===== config.mk =====
export PLATFORM = sky130hd
export DESIGN_NAME = seg_scan_multi
export DESIGN_NICKNAME = d
export VERILOG_FILES = /design/src/rtl/seg_scan_multi.sv
export SDC_FILE = /design/constraint.sdc
export NUM_CORES = 1
export LEC_CHECK = 0
export CAP_MARGIN = 10
export CORE_MARGIN = 4
export CORE_UTILIZATION = 25
export CTS_CLUSTER_DIAMETER = 100
export DETAILED_ROUTE_END_ITERATION = 12
export PLACE_DENSITY_LB_ADDON = 0.12
export SYNTH_ARGS = -nofsm -noshare
export SYNTH_HDL_FRONTEND = slang
export SYNTH_SLANG_ARGS = --single-unit

===== constraint.sdc =====
create_clock -name clk -period 22.9 [get_ports clk]
set_input_delay 2.29 -clock clk [delete_from_list [all_inputs] [get_ports clk]]
set_output_delay 2.29 -clock clk [all_outputs]
set_load 0.1 [all_outputs]

===== src/rtl/seg_scan_multi.sv =====
// Multiplexed 7/8-segment display scanner: one shared segment bus, one-hot digit select,
// prescaled slots with leading blanking, skip of disabled digits, and per-frame snapshot of the words.
module seg_scan_multi #(
  parameter int NUM_DIGITS     = 6,
  parameter int SEG_W          = 8,
  parameter int SCAN_DIV       = 50000,
  parameter int BLANK_CYC      = 1000,
  parameter int SEL_ACTIVE_LOW = 1,
  parameter int SEG_OFF_LEVEL  = 1
) (
  input  logic                                                  clk,
  input  logic                                                  rst_n,
  input  logic [NUM_DIGITS*SEG_W-1:0]                           seg_data_in,
  input  logic [NUM_DIGITS-1:0]                                 digit_en,
  output logic [NUM_DIGITS-1:0]                                 seg_sel,
  output logic [SEG_W-1:0]                                      seg_data,
  output logic [((NUM_DIGITS > 1) ? $clog2(NUM_DIGITS) : 1)-1:0] cur_digit,
  output logic                                                  frame_tick
);

  localparam int IDX_W = (NUM_DIGITS > 1) ? $clog2(NUM_DIGITS) : 1;
  localparam int CNT_W = $clog2(SCAN_DIV);

  localparam logic [1:0] S_IDLE  = 2'd0;
  localparam logic [1:0] S_BLANK = 2'd1;
  localparam logic [1:0] S_ON    = 2'd2;
  localparam logic [1:0] S_START = (BLANK_CYC == 0) ? S_ON : S_BLANK;

  localparam logic [CNT_W-1:0] LP_SLOT_LAST  = CNT_W'(SCAN_DIV - 1);
  localparam logic [CNT_W-1:0] LP_BLANK_LAST = CNT_W'((BLANK_CYC > 0) ? BLANK_CYC - 1 : 0);
  localparam logic [NUM_DIGITS-1:0] LP_SEL_OFF =
    (SEL_ACTIVE_LOW != 0) ? {NUM_DIGITS{1'b1}} : {NUM_DIGITS{1'b0}};
  localparam logic [SEG_W-1:0] LP_SEG_OFF = {SEG_W{(SEG_OFF_LEVEL != 0)}};

  logic [1:0]       r_state;
  logic [CNT_W-1:0] r_cnt;
  logic [IDX_W-1:0] r_idx;
  logic             r_ft;
  logic [SEG_W-1:0] r_shadow [NUM_DIGITS];

  logic             w_any_en;
  logic             w_new_frame;
  logic [IDX_W-1:0] w_first_idx;
  logic [IDX_W-1:0] w_next_idx;
  int               w_j;

  function automatic logic [NUM_DIGITS-1:0] f_sel(input logic [IDX_W-1:0] idx);
    logic [NUM_DIGITS-1:0] oh;
    oh      = '0;
    oh[idx] = 1'b1;
    return (SEL_ACTIVE_LOW != 0) ? ~oh : oh;
  endfunction

  // Lowest enabled digit, and the circular successor of r_idx (which may be r_idx itself).
  always_comb begin
    w_any_en    = |digit_en;
    w_first_idx = '0;
    w_next_idx  = r_idx;
    w_j         = 0;
    for (int i = NUM_DIGITS - 1; i >= 0; i--) begin
      if (digit_en[i]) w_first_idx = IDX_W'(i);
    end
    for (int k = NUM_DIGITS; k >= 1; k--) begin
      w_j = (int'(r_idx) + k) % NUM_DIGITS;
      if (digit_en[w_j]) w_next_idx = IDX_W'(w_j);
    end
    w_new_frame = (w_next_idx <= r_idx);
  end

  // Slot sequencer: state, slot counter, owning digit, frame snapshot.
  always_ff @(posedge clk) begin
    if (!rst_n) begin
      r_state <= S_IDLE;
      r_cnt   <= '0;
      r_idx   <= '0;
      r_ft    <= 1'b0;
      for (int i = 0; i < NUM_DIGITS; i++) r_shadow[i] <= LP_SEG_OFF;
    end else begin
      r_ft <= 1'b0;
      case (r_state)
        S_IDLE: begin
          if (w_any_en) begin
            r_idx   <= w_first_idx;
            r_cnt   <= '0;
            r_ft    <= 1'b1;
            r_state <= S_START;
            for (int i = 0; i < NUM_DIGITS; i++) r_shadow[i] <= seg_data_in[i*SEG_W +: SEG_W];
          end
        end
        S_BLANK: begin
          r_cnt <= r_cnt + 1'b1;
          if (r_cnt == LP_BLANK_LAST) r_state <= S_ON;
        end
        default: begin
          if (r_cnt == LP_SLOT_LAST) begin
            r_cnt <= '0;
            if (!w_any_en) begin
              r_state <= S_IDLE;
            end else begin
              r_idx   <= w_next_idx;
              r_state <= S_START;
              if (w_new_frame) begin
                r_ft <= 1'b1;
                for (int i = 0; i < NUM_DIGITS; i++) r_shadow[i] <= seg_data_in[i*SEG_W +: SEG_W];
              end
            end
          end else begin
            r_cnt <= r_cnt + 1'b1;
          end
        end
      endcase
    end
  end

  // Pin stage: registered from the sequencer, one clock behind it.
  always_ff @(posedge clk) begin
    if (!rst_n) begin
      seg_sel   <= LP_SEL_OFF;
      seg_data  <= LP_SEG_OFF;
      cur_digit <= '0;
    end else begin
      seg_sel   <= (r_state == S_ON) ? f_sel(r_idx) : LP_SEL_OFF;
      seg_data  <= (r_state == S_ON) ? r_shadow[r_idx] : LP_SEG_OFF;
      cur_digit <= r_idx;
    end
  end

  assign frame_tick = r_ft;

endmodule

==> Word-level counts from Yosys, hierarchy flattened <==
Memory sizes are Yosys's and may differ from the RTL's. A register that Yosys moved wholly into a read port is not among the register bits.
Index checks and enable logic that the tools add are counted.
{ "totals": {"input_bits": 56, "output_inout_bits": 18, "word_cells": 128, "mem_count": 1, "reg_bits": 31, "ram_bits": 48} }
{ "mem_list": {"columns": ["memory", "words", "width", "rd", "rd_clocked_by_memory_dff", "write_ports", "line", "source"], "rows": [
  ["r_shadow", 6, 8, 1, 1, 6, "39", "logic [SEG_W-1:0] r_shadow [NUM_DIGITS];"]
]} }
{ "classes": {"mux": 68, "div": 6, "n_lt_le_gt_ge": 9, "add_sub_neg": 7, "eq_ne": 7, "n_reduce_logical": 10, "n_bitwise": 14} }
{ "op_table": {"columns": ["cell", "n"], "rows": [
  ["32-bit by 5-bit less-than comparator with 1-bit output, second input constant", 6],
  ["32-bit by 4-bit remainder unit with 32-bit output, second input constant", 6],
  ["8-bit two-way mux", 12],
  ["3-bit two-way mux", 15],
  ["16-bit two-way mux", 2],
  ["16-bit case mux with 2 select lines", 1],
  ["1-bit two-way mux", 25],
  ["1-bit binary-select mux with 3-bit select", 6],
  ["16-bit by 1-bit adder with 16-bit output, second input constant", 1],
  ["16-bit by 10-bit == test with 1-bit output, second input constant", 1],
  ["16-bit == test, second input constant", 1],
  ["3-bit by 3-bit adder with 4-bit output, second input constant", 3],
  ["1-bit bitwise OR", 12],
  ["3-bit by 2-bit adder with 4-bit output, second input constant", 2],
  ["2-bit two-way mux", 3],
  ["2-bit inequality test, second input constant", 3],
  ["6-bit inverter", 1],
  ["3-bit case mux with 2 select lines", 1],
  ["6-bit OR reduction", 1],
  ["3-bit by 1-bit adder with 4-bit output, second input constant", 1],
  ["3-bit by 4-bit less-than comparator with 1-bit output, second input constant", 1],
  ["2-bit case mux with 2 select lines", 1],
  ["4-bit AND reduction", 1],
  ["1-bit demux with 3-bit select", 1],
  ["14 further kinds", 14]
]} }

==> Longest topological paths before layout <==
{ "logic_depth": {"ltp_word": 19, "mapped_depth": 28, "depth_no_buf": 22} }

==> Worst setup path after synthesis <==
Ideal clock, no wire load.
{ "synth_path": {"path_type": "input to register", "start": "input port digit_en[1]", "end": "memory r_shadow[0][0], enable pin", "setup_slack_ps": 15104, "setup_ps": 493, "arrival_time_ps": 7303, "n_path_buf": 0, "t_required_ps": 22407, "path_stages": 15, "path_cell_list": "mux2i_1 a21oi_1 o21ai_1 inv_1 or4_1 a31oi_2 nor2_1 xnor2_1 ha_1 inv_1 a21o_1 a21oi_1 a31oi_1 o21a_1 o21ai_0"} }
{ "synth_rtl": {"columns": ["element", "line", "source"], "rows": [
  ["start, declared", "14", "input logic [NUM_DIGITS-1:0] digit_en,"],
  ["end, declared", "39", null]
]} }

==> reports/results.ini <==
[floorplan]
core-area_mm2 = 0.01809
dieArea_mm2 = 0.02077
die_h_um = 144.1
die_w_um = 144.1
io_pins = 74
start_util_pct = 25.61
rows = 49

[clocking]
cts_buffer_depth = 2
clk_pin_slew_worst_paths_ns = 0.07
cts_buffers = 9
clockRootBuffer = clkbuf_16
clk_latency_ns = 0.35
cts_tree = done
cts_setup_buffers = 0
cts_sinks = 87
cts_max_level = 3
cts-resized-gates = 0
hold_buffers = 0

[sta]
setup_violations = 0
fmax_mhz = 153.9
finalCriticalPeriod_ns = 6.497
fin_skew_ns = 0.01158
rsz0062_at_grt = no
slew_viol_final = 0
finalSetupTns_ns = 0
worst_slack_ns = 16.40
hold_violations = 0
tightest_slew_ns = 0.9825
fin_crit_sh_pct = 28.37
max_slew_margin_pct = 34.30

[layout]
area_growth_pct = 26.90
drive_above_1_share_pct = 19.92
diodes = 0
seqCellArea_mm2 = 0.002223
fillers = 1806
multi_input_area_mm2 = 0.002268
post-route-util_pct = 32.50
final_net_count = 563

[drt]
final_antenna_net_count = 0
routed_wl_um = 11330
wire_per_inst_um = 15.61
via_count = 3408
viasPerCell = 4.694
drcViolationCount = 0
dr.pass1.iters = 4
detail_route.iter0.violations = 266

[job]
drv_cap = 0

[power]
total_power_w = 0.0006582
ir_worst_vdd_v = 0.00003647
p_leak_nw = 2.030
powerDensity_mw_per_mm2 = 112.0

[worst_setup_path]
startpoint_type = register
max_stage_delay_ns = 0.86
r2r_cells = 22
crit_chain = inv_1 > ha_1 > nand2_1 > nand2_1 > ha_1 > nand2b_1 > o21ai_2 > o2111ai_1 > and2_1 > or4_1 > a31oi_2 > nor2_1 > xnor2_1 > ha_1 > inv_1 > a21o_1 > a21oi_1 > a31oi_1 > o21a_1 > nor2_1 > nand2_2 > or2_2
crit_top_cell = ha_1
critical-path-top-delay-family = simple AND/OR/NAND/NOR gates
cp.arrival_ns = 6.59
crit_type = reg -> reg
cp-end-kind = register
crit_slowest_cell = dfxtp_1
r2r_setup_slack_ns = 16.40
crit_buf_inv = 2
cp_num_cells = 22
critPathMaxFanout = 49
cp.required_ns = 22.99

[synth]
synth_area_per_cell_um2 = 10.95
synth_edf_count = 48
ys_ff_latch = 87
syn_nets = 494
syn_area_mm2 = 0.004632
ys_seq_area_share_pct = 47.97
post_synth_most_frequent_cells = 48 x edfxtp_1, 39 x dfxtp_1, 39 x nand2_1, 39 x or2_2, 25 x nor2_1
syn_inst = 423
yosysTopAreaCellShare_pct = 31.12
ys_top_cells_by_area = edfxtp_1 31%, dfxtp_1 17%, or2_2 5.3%, ha_1 4.1%, mux4_2 3.9%
synthArstFlopShare_pct = 0
yosysMostFrequentCell = edfxtp_1
yosys.area.top_type = edfxtp_1
synth_flop_cell = edfxtp_1
yosys_warnings = 0
synth_cell_type_count = 75

[global_routing]
grt_pass1_wl_um = 18180
grt_pass1_vias = 3411
grt_usage_pct = 11.28
grt_max_degree = 50
grt-ovfl-total = 0
grt_antenna_before_repair = 0

[hold_path]
min_delay_path_depth = 2
hold_class = reg -> reg

[placement]
gp_congestion = 0.7797
io_buffers = 73
dpl.hpwl_um = 8073
place_ws_ns = 15.80

[status]
outcome = finished clean

==> power breakdown <==
group          internal [W]  total (W)  leakage, nW  switching, W
Sequential         0.000202   0.000217        0.730     0.0000151
Clock             0.0000761   0.000144        0.141     0.0000676
Combinational      0.000118   0.000297         1.16      0.000179
==> registers in the layout, indices dropped and copies added, names as in the netlist <==
register	count
r_shadow	48
r_cnt	16
seg_data	8
seg_sel	6
cur_digit	3
r_idx	3
r_state	2
frame_tick	1
==> area by class of cell <==
type	instances	area share [%]
flip-flops and latches	87	37.82
repair buffers	77	12.94
multi-input cells	303	38.59
well taps	229	4.874
clock buffers	9	3.831
clock inverters	7	1.043
inverters	14	0.8940
==> stage by stage <==
step,cells,instance area [µm²],hold slack (ns)
after floorplan,423,4632,0.4575
after global placement,710,5589,0.4704
after detailed placement,710,5589,0.5008
after CTS,726,5876,0.5179
after global routing,726,5878,0.5430
final,726,5878,0.5144
==> worst register-to-register path: cells and delay by family (launching register included) <==
family | cells | cell delay, ns
DFF | 1 | 0.86
xor gates and xnor gates | 1 | 0.17
and+or+nand+nor | 9 | 2.35
adders and majority gates | 3 | 1.01
AOI/OAI and AO/OA | 7 | 1.16
buffers and inverters | 2 | 0.67
==> worst paths after layout <==
path	from	endpoint
setup reg to reg	r_idx[2]	r_shadow[5][7]
hold reg to reg	r_cnt[9]	r_cnt[9]
hold / removal	r_cnt[9]	r_cnt[9]
setup / recovery	r_idx[2]	r_shadow[5][7]
==> cell families (layout without fill, tap and decap cells) <==
logic type	Yosys count	after routing	share of synthesized area (%)
multiplexers	26	26	8.050
AO/OA/AOI/OAI	69	69	11.29
XOR/XNOR	17	17	3.782
buffers and inverters	33	107	3.350
adder cells (fa/ha/maj)	15	15	4.052
AND/OR/NAND/NOR	176	176	21.50
flip-flops	87	87	47.97
==> cells in the final DEF, fill, tap and decap left out, types with 3 or more instances in the layout <==
cell type	Yosys	layout
dfxtp_1	39	38
or2_2	39	39
o21ai_0	9	8
or2_1	10	10
clkbuf_16	0	9
o21ai_1	3	3
nor2b_1	5	5
nor2_1	25	25
buf_4	1	4
nand3_1	11	11
mux4_2	8	8
a31oi_1	4	4
inv_6	0	3
o2111ai_1	4	4
nand2_1	39	38
edfxtp_1	48	48
nor3_1	4	4
clkdlybuf4s50_1	0	73
or4_1	3	3
a22oi_1	3	3
and2_1	6	6
nand2b_1	3	3
xnor2_1	5	5
ha_1	15	15
nand4_1	5	5
o211ai_1	11	11
mux2i_1	12	12
and3_1	5	5
xor2_1	10	10
inv_1	12	12
mux2_2	4	4
a21oi_1	8	8
==> metal layers <==
layer	up-vias	share of wire [%]	track usage, %
li1	1685	-	-
met1	1632	49	15.54
met2	82	45	17.59
met3	9	4.3	2.612
met4	0	1.2	3.568
met5	-	0	0
No activity file was read; power rests on OpenSTA's default activity.
==> RTL edit 1: new RTL, same flow settings <==
Set the parameter `SEG_W` to 12 (it was 8).
--- a/src/rtl/seg_scan_multi.sv
+++ b/src/rtl/seg_scan_multi.sv
@@ -2,7 +2,7 @@
 // prescaled slots with leading blanking, skip of disabled digits, and per-frame snapshot of the words.
 module seg_scan_multi #(
   parameter int NUM_DIGITS     = 6,
-  parameter int SEG_W          = 8,
+  parameter int SEG_W          = 12,
   parameter int SCAN_DIV       = 50000,
   parameter int BLANK_CYC      = 1000,
   parameter int SEL_ACTIVE_LOW = 1,
Ports: changed (resized seg_data and seg_data_in); port bits go from 74 to 102. The function was not compared with the original's and may differ.
==> RTL edit 1 against the unedited design <==
- total power is 11% lower
- worst setup slack worse by 0.010 ns
- sequential cell count is 28 higher
- area after synthesis is 25% higher
- die area is 24% higher
- routed wire length is 33% higher
- cell area is 32% higher
- maximum frequency is 0.16% lower
- largest cell class is now sequential cells
- largest power group is now the clock network
==> RTL edit 1: results (changes against the unedited design) <==
- Multiplexer area fraction after synthesis: 9.083% (+1.0 points)
- Mapped Nets: 614 (+24%)
- DRT iter0 DRCs: 214 (-20%)
- Share of cells above drive strength 1: 10.32% (-9.6 points)
- Leakage power: 2.582 nW (+27%)
- Sequential fraction of the synthesis area: 52.00% (+4.0 points)
- Postcts setup bufs: 0 (unchanged)
- Antenna Cells: 0 (unchanged)
- CP endpoint: r_shadow[1][7]
- Min-delay worst type: reg2reg
- Status: finished clean
- Post-cts sizing count: 0 (unchanged)
- Registers with the most flip-flops: r_shadow (72), r_cnt (16), seg_data (12)
- CTS root buf: clkbuf_16
- Max Root-Sink Buffers: 2 (unchanged)
- ANT nets after route: 0 (unchanged)
- Gr usage total: 11.88% (+0.59 points)
- GPL Wtd Cong: 0.8917 (+14%)
- Post-synthesis xor/xnor area fraction: 2.540% (-1.2 points)
- Worst vdd ir: 0.04134 mV (+13%)
- Synth Area in Adders: 3.229% (-0.82 points)
- Dpl hpwl: 10.73 mm (+33%)
- Distinct cells, synth: 67 (-11%)
- H-tree depth: 4 (+1)
- Crit path DAT: 6.66 ns (+0.07 ns)
- Setup Skew: 0.01229 ns (+0.0007058 ns)
- DRT Pass-1 Iters: 4 (unchanged)
- Worst reg-to-reg setup slack: 16.39 ns (about the same)
- Worst-path clk slew: around 0.060 ns
- FF-to-FF path depth: 21 (-4.5%)
- Worst-skew pair later-pin latency: 0.41 ns (+0.06 ns)
- Vias in the first global route: 4413 (+29%)
- Hold Fails Final Rpt: 0 (unchanged)
- Routed wire length per instance: 15.97 microns (+2.3%)
- Setup crit start: r_idx[2]
- Synth top area cells: edfxtp_1 (37%), dfxtp_1 (15%), or2_1 (8.0%), mux4_2 (5.0%), mux2i_1 (3.3%)
- Layout fillers: 2257 (+25%)
- Vias/cell: 4.495 (-4.2%)
- Antenna violations before repair: 1 (+1)
- Compound-Gate Fraction of Synth Area: 10.80% (-0.49 points)
- First-pass GRT wire length: 23.96 mm (+32%)
- Ys Warns: 0 (unchanged)
- CP Max Fanout: 73 (+49%)
- Top cells by count, synth: or2_1 (74), edfxtp_1 (72), nand2_1 (44), dfxtp_1 (43), nor2_1 (27)
- CTS Buf Count: 17 (+8)
- Count of input and output buffers: 101 (+38%)
- Slew Limit Headroom: 34.00% (-0.30 points)
- Fin nets: 712 (+26%)
- Most frequently used flop master after synthesis: edfxtp_1
- Post-synth EDFFs: 72 (+50%)
- Largest net degree at the start of global routing: 74 (+48%)
## RTL edit 1: worst max-delay path, cell delays in order, from the launching register on
cell and delay [ns]:
dfxtp_1 0.72, clkinv_1 0.82, ha_1 0.64, a21oi_1 0.24
inv_1 0.07, ha_1 0.31, nand3b_1 0.20, a32o_1 0.28
a21oi_1 0.35, mux2i_1 0.24, o22a_1 0.16, o21ai_0 0.07
a31oi_1 0.29, o21ai_1 0.11, ha_1 0.30, a21o_1 0.16
a21oi_1 0.14, a31oi_1 0.11, nor3b_1 0.37, a31oi_4 0.04
buf_4 0.33, or2_1 0.29
## RTL edit 1: through the flow
step,power [W],instance area (sq um),worst slack [ns],instances
after floorplan,0.0002839,5813,14.95,519
after global placement,0.0003137,7167,16.40,911
after detailed placement,0.0003142,7167,16.39,911
after CTS,0.0005927,7782,16.37,943
after global routing,0.0006126,7782,15.74,943
final,0.0005852,7782,16.39,943
## RTL edit 1: final cells by class
| class | count | area [sq um] | area share [%] |
|---|---|---|---|
| Sequential cell | 115 | 3024 | 38.86 |
| Clock buffer | 19 | 432.9 | 5.563 |
| Multi-Input combinational cell | 362 | 2643 | 33.95 |
| Inverter | 14 | 52.55 | 0.6752 |
| Timing Repair Buffer | 107 | 1056 | 13.57 |
| Clock inverter | 13 | 182.7 | 2.347 |
| Tap cell | 313 | 391.6 | 5.032 |
## RTL edit 1: worst min path at each step
stage / from / to / slack, ns / cells past startpoint
floorplan: r_cnt[14] / r_cnt[14] / 0.46 / 1
global placement: r_cnt[14] / r_cnt[14] / 0.49 / 1
detailed placement: r_cnt[14] / r_cnt[14] / 0.49 / 1
CTS: r_cnt[14] / r_cnt[14] / 0.51 / 1
global route: r_cnt[14] / r_cnt[14] / 0.53 / 1
finish: r_cnt[14] / r_cnt[14] / 0.52 / 1
## RTL edit 1: routing by layer
metal / routed length, microns / GRT usage [%] / part of all wire, % / up-vias
met5: 12 / 0 / 0.080 / -
met4: 184 / 3.481 / 1.2 / 2
met3: 825 / 3.618 / 5.5 / 21
met2: 6879 / 18.63 / 46 / 136
met1: 7160 / 15.86 / 48 / 1986
li1: - / - / - / 2094
## RTL edit 1: logic make-up (layout without fill, tap and decap cells)
logic type,after synthesis,count (layout)
AOI/OAI and AO/OA,88,88
xor gates and xnor gates,16,16
and+or+nand+nor,207,207
adders and majority gates,15,15
muxes,36,36
DFF,115,115
buffers and inverters,42,153
## RTL edit 1: where the power goes
group,switching (W),internal [W]
clock,0.0000938,0.000182
sequential,0.00000296,0.000227
combinational,0.0000428,0.0000365
total,0.000139,0.000446
==> RTL edit 2: new RTL, same settings <==
Made on the original files. Register the inputs `seg_data_in` and `digit_en` before use, without a reset. The logic sees them one clock later.
--- a/src/rtl/seg_scan_multi.sv
+++ b/src/rtl/seg_scan_multi.sv
@@ -32,6 +32,14 @@
     (SEL_ACTIVE_LOW != 0) ? {NUM_DIGITS{1'b1}} : {NUM_DIGITS{1'b0}};
   localparam logic [SEG_W-1:0] LP_SEG_OFF = {SEG_W{(SEG_OFF_LEVEL != 0)}};
 
+  logic [NUM_DIGITS*SEG_W-1:0] seg_data_q;
+  logic [NUM_DIGITS-1:0] digit_en_q;
+
+  always_ff @(posedge clk) begin
+    seg_data_q <= seg_data_in;
+    digit_en_q <= digit_en;
+  end
+
   logic [1:0]       r_state;
   logic [CNT_W-1:0] r_cnt;
   logic [IDX_W-1:0] r_idx;
@@ -53,16 +61,16 @@
 
   // Lowest enabled digit, and the circular successor of r_idx (which may be r_idx itself).
   always_comb begin
-    w_any_en    = |digit_en;
+    w_any_en    = |digit_en_q;
     w_first_idx = '0;
     w_next_idx  = r_idx;
     w_j         = 0;
     for (int i = NUM_DIGITS - 1; i >= 0; i--) begin
-      if (digit_en[i]) w_first_idx = IDX_W'(i);
+      if (digit_en_q[i]) w_first_idx = IDX_W'(i);
     end
     for (int k = NUM_DIGITS; k >= 1; k--) begin
       w_j = (int'(r_idx) + k) % NUM_DIGITS;
-      if (digit_en[w_j]) w_next_idx = IDX_W'(w_j);
+      if (digit_en_q[w_j]) w_next_idx = IDX_W'(w_j);
     end
     w_new_frame = (w_next_idx <= r_idx);
   end
@@ -84,7 +92,7 @@
             r_cnt   <= '0;
             r_ft    <= 1'b1;
             r_state <= S_START;
-            for (int i = 0; i < NUM_DIGITS; i++) r_shadow[i] <= seg_data_in[i*SEG_W +: SEG_W];
+            for (int i = 0; i < NUM_DIGITS; i++) r_shadow[i] <= seg_data_q[i*SEG_W +: SEG_W];
           end
         end
         S_BLANK: begin
@@ -101,7 +109,7 @@
               r_state <= S_START;
               if (w_new_frame) begin
                 r_ft <= 1'b1;
-                for (int i = 0; i < NUM_DIGITS; i++) r_shadow[i] <= seg_data_in[i*SEG_W +: SEG_W];
+                for (int i = 0; i < NUM_DIGITS; i++) r_shadow[i] <= seg_data_q[i*SEG_W +: SEG_W];
               end
             end
           end else begin
Behaviour: not the same (Yosys sat finds a counterexample within 4 cycles, from zero or initial values and one cycle with rst_n low).
==> RTL edit 2 against the unedited design <==
- critical path depth fell by 3
- area after synthesis up 23%
- routed wire length rose by 15%
- maximum frequency up 5.2%
- via count rose by 13%
- worst setup slack improved by 0.32 ns
- hold slack worse by 0.031 ns
- cell area rose by 25%
- sequential cell count increased by 54
- first-iteration DRC count rose by 8.6%
- highest routed layer unchanged
Power is not compared: it rests on default switching activity, and its combinational part moved more than twofold at a synthesized area within 25%.
==> RTL edit 2: results (changes against the unedited design) <==
- Vias in the first global route: 4030 (+18%)
- Distinct cells, synth: 63 (-16%)
- FF-to-FF path depth: 19 (-14%)
- Max stage delay on crit path: 0.75 ns (-0.11 ns)
- Routed wire length per instance: 15.08 microns (-3.3%)
- CTS Buf Count: 17 (+8)
- Dpl hpwl: 9.063 mm (+12%)
- Registers with the most flip-flops: r_shadow (48), seg_data_q (48), r_cnt (16)
- Mean Syn Cell Area: 11.66 sq um (+6.5%)
- Compound-Gate Fraction of Synth Area: 9.284% (-2.0 points)
- Routed Wire Length: 12.99 mm (+15%)
- Worst path slowest cell: and2_2
- Slew @ Worst Pin: 0.9813 ns (-0.001221 ns)
- Synth top area cells: dfxtp_1 (33%), edfxtp_1 (25%), nand2b_1 (6.0%), mux4_2 (3.9%), ha_1 (3.3%)
- Gr usage total: 10.49% (-0.80 points)
- Min-Delay Endpoint: r_shadow[5][5]
- Setup Skew: 0.01319 ns (+0.001614 ns)
- Mapped Nets: 561 (+14%)
- Reg-to-Reg End: r_shadow[5][6]
- H-tree depth: 4 (+1)
- GPL Wtd Cong: 0.8640 (+11%)
- Hold Crit Depth: 1 (-1)
- DRT iter0 DRCs: 289 (+8.6%)
- Post-synthesis xor/xnor area fraction: 2.430% (-1.4 points)
- Sequential fraction of the synthesis area: 57.81% (+9.8 points)
- Status: finished clean
- Fin nets: 634 (+13%)
- Layout fillers: 2259 (+25%)
- First-pass GRT wire length: 21.14 mm (+16%)
- Hold_sp: seg_data_q[45]
- Synth Area in Adders: 3.284% (-0.77 points)
-- RTL edit 2: cells by family (layout without fill, tap and decap cells) --
logic type,after synthesis,in the layout
simple gates,175,175
fa+ha+maj,15,15
compound gates,80,80
flops,141,141
mux,30,30
xor+xnor,15,15
buf+inv,34,120
-- RTL edit 2: power groups by stage --
stage | registers [W] | logic, W | clock network [W]
final | 0.000279 | 0.000119 | 0.000301
after global routing | 0.000280 | 0.000131 | 0.000318
after CTS | 0.000279 | 0.000118 | 0.000309
after detailed placement | 0.000284 | 0.000118 | 0
after global placement | 0.000284 | 0.000118 | 0
after floorplan | 0.000285 | 0.0000834 | 0
-- RTL edit 2: through the flow --
stage,instance area [sq um],hold WS (ns),worst slack (ns),utilization [%]
global placement,6714,0.4688,16.95,29.74
detailed placement,6714,0.4715,16.72,29.74
floorplan,5714,0.4624,17.25,-
CTS,7363,0.4861,16.72,32.62
global route,7363,0.5094,16.24,32.62
finish,7363,0.4835,16.73,32.62
-- RTL edit 2: worst register-to-register path, delay by kind of cell (launching register included) --
family	cells	cell delay, ns
simple gates	8	2.11
buf+inv	1	0.66
flops	1	0.68
fa+ha+maj	3	1.23
compound gates	7	1.20
-- RTL edit 2: worst max path at each step --
stage,endpoint,slack [ns],cells past startpoint
2_1_floorplan,r_shadow[0][0],17.25,22
3_3_place_gp,r_shadow[0][4],16.95,18
3_5_place_dp,r_shadow[0][5],16.72,18
4_1_cts,r_shadow[1][2],16.72,18
5_1_grt,r_shadow[2][1],16.24,19
6_report,r_shadow[5][6],16.73,19
-- RTL edit 2: area by class of cell --
class / count / area share (%)
inverters: 13 / 0.6627
multi-input cells: 315 / 30.67
well taps: 285 / 4.843
clock inverters: 12 / 2.328
repair buffers: 75 / 10.13
flip-flops and latches: 141 / 44.88
clock buffers: 20 / 6.491
-- RTL edit 2: per-layer routing --
layer / up-vias / track usage (%) / part of all wire, %
met4: 0 / 4.379 / 1.9
li1: 1906 / - / -
met1: 1808 / 13.35 / 46
met2: 110 / 16.79 / 47
met5: - / 0 / 0
met3: 18 / 2.951 / 4.3
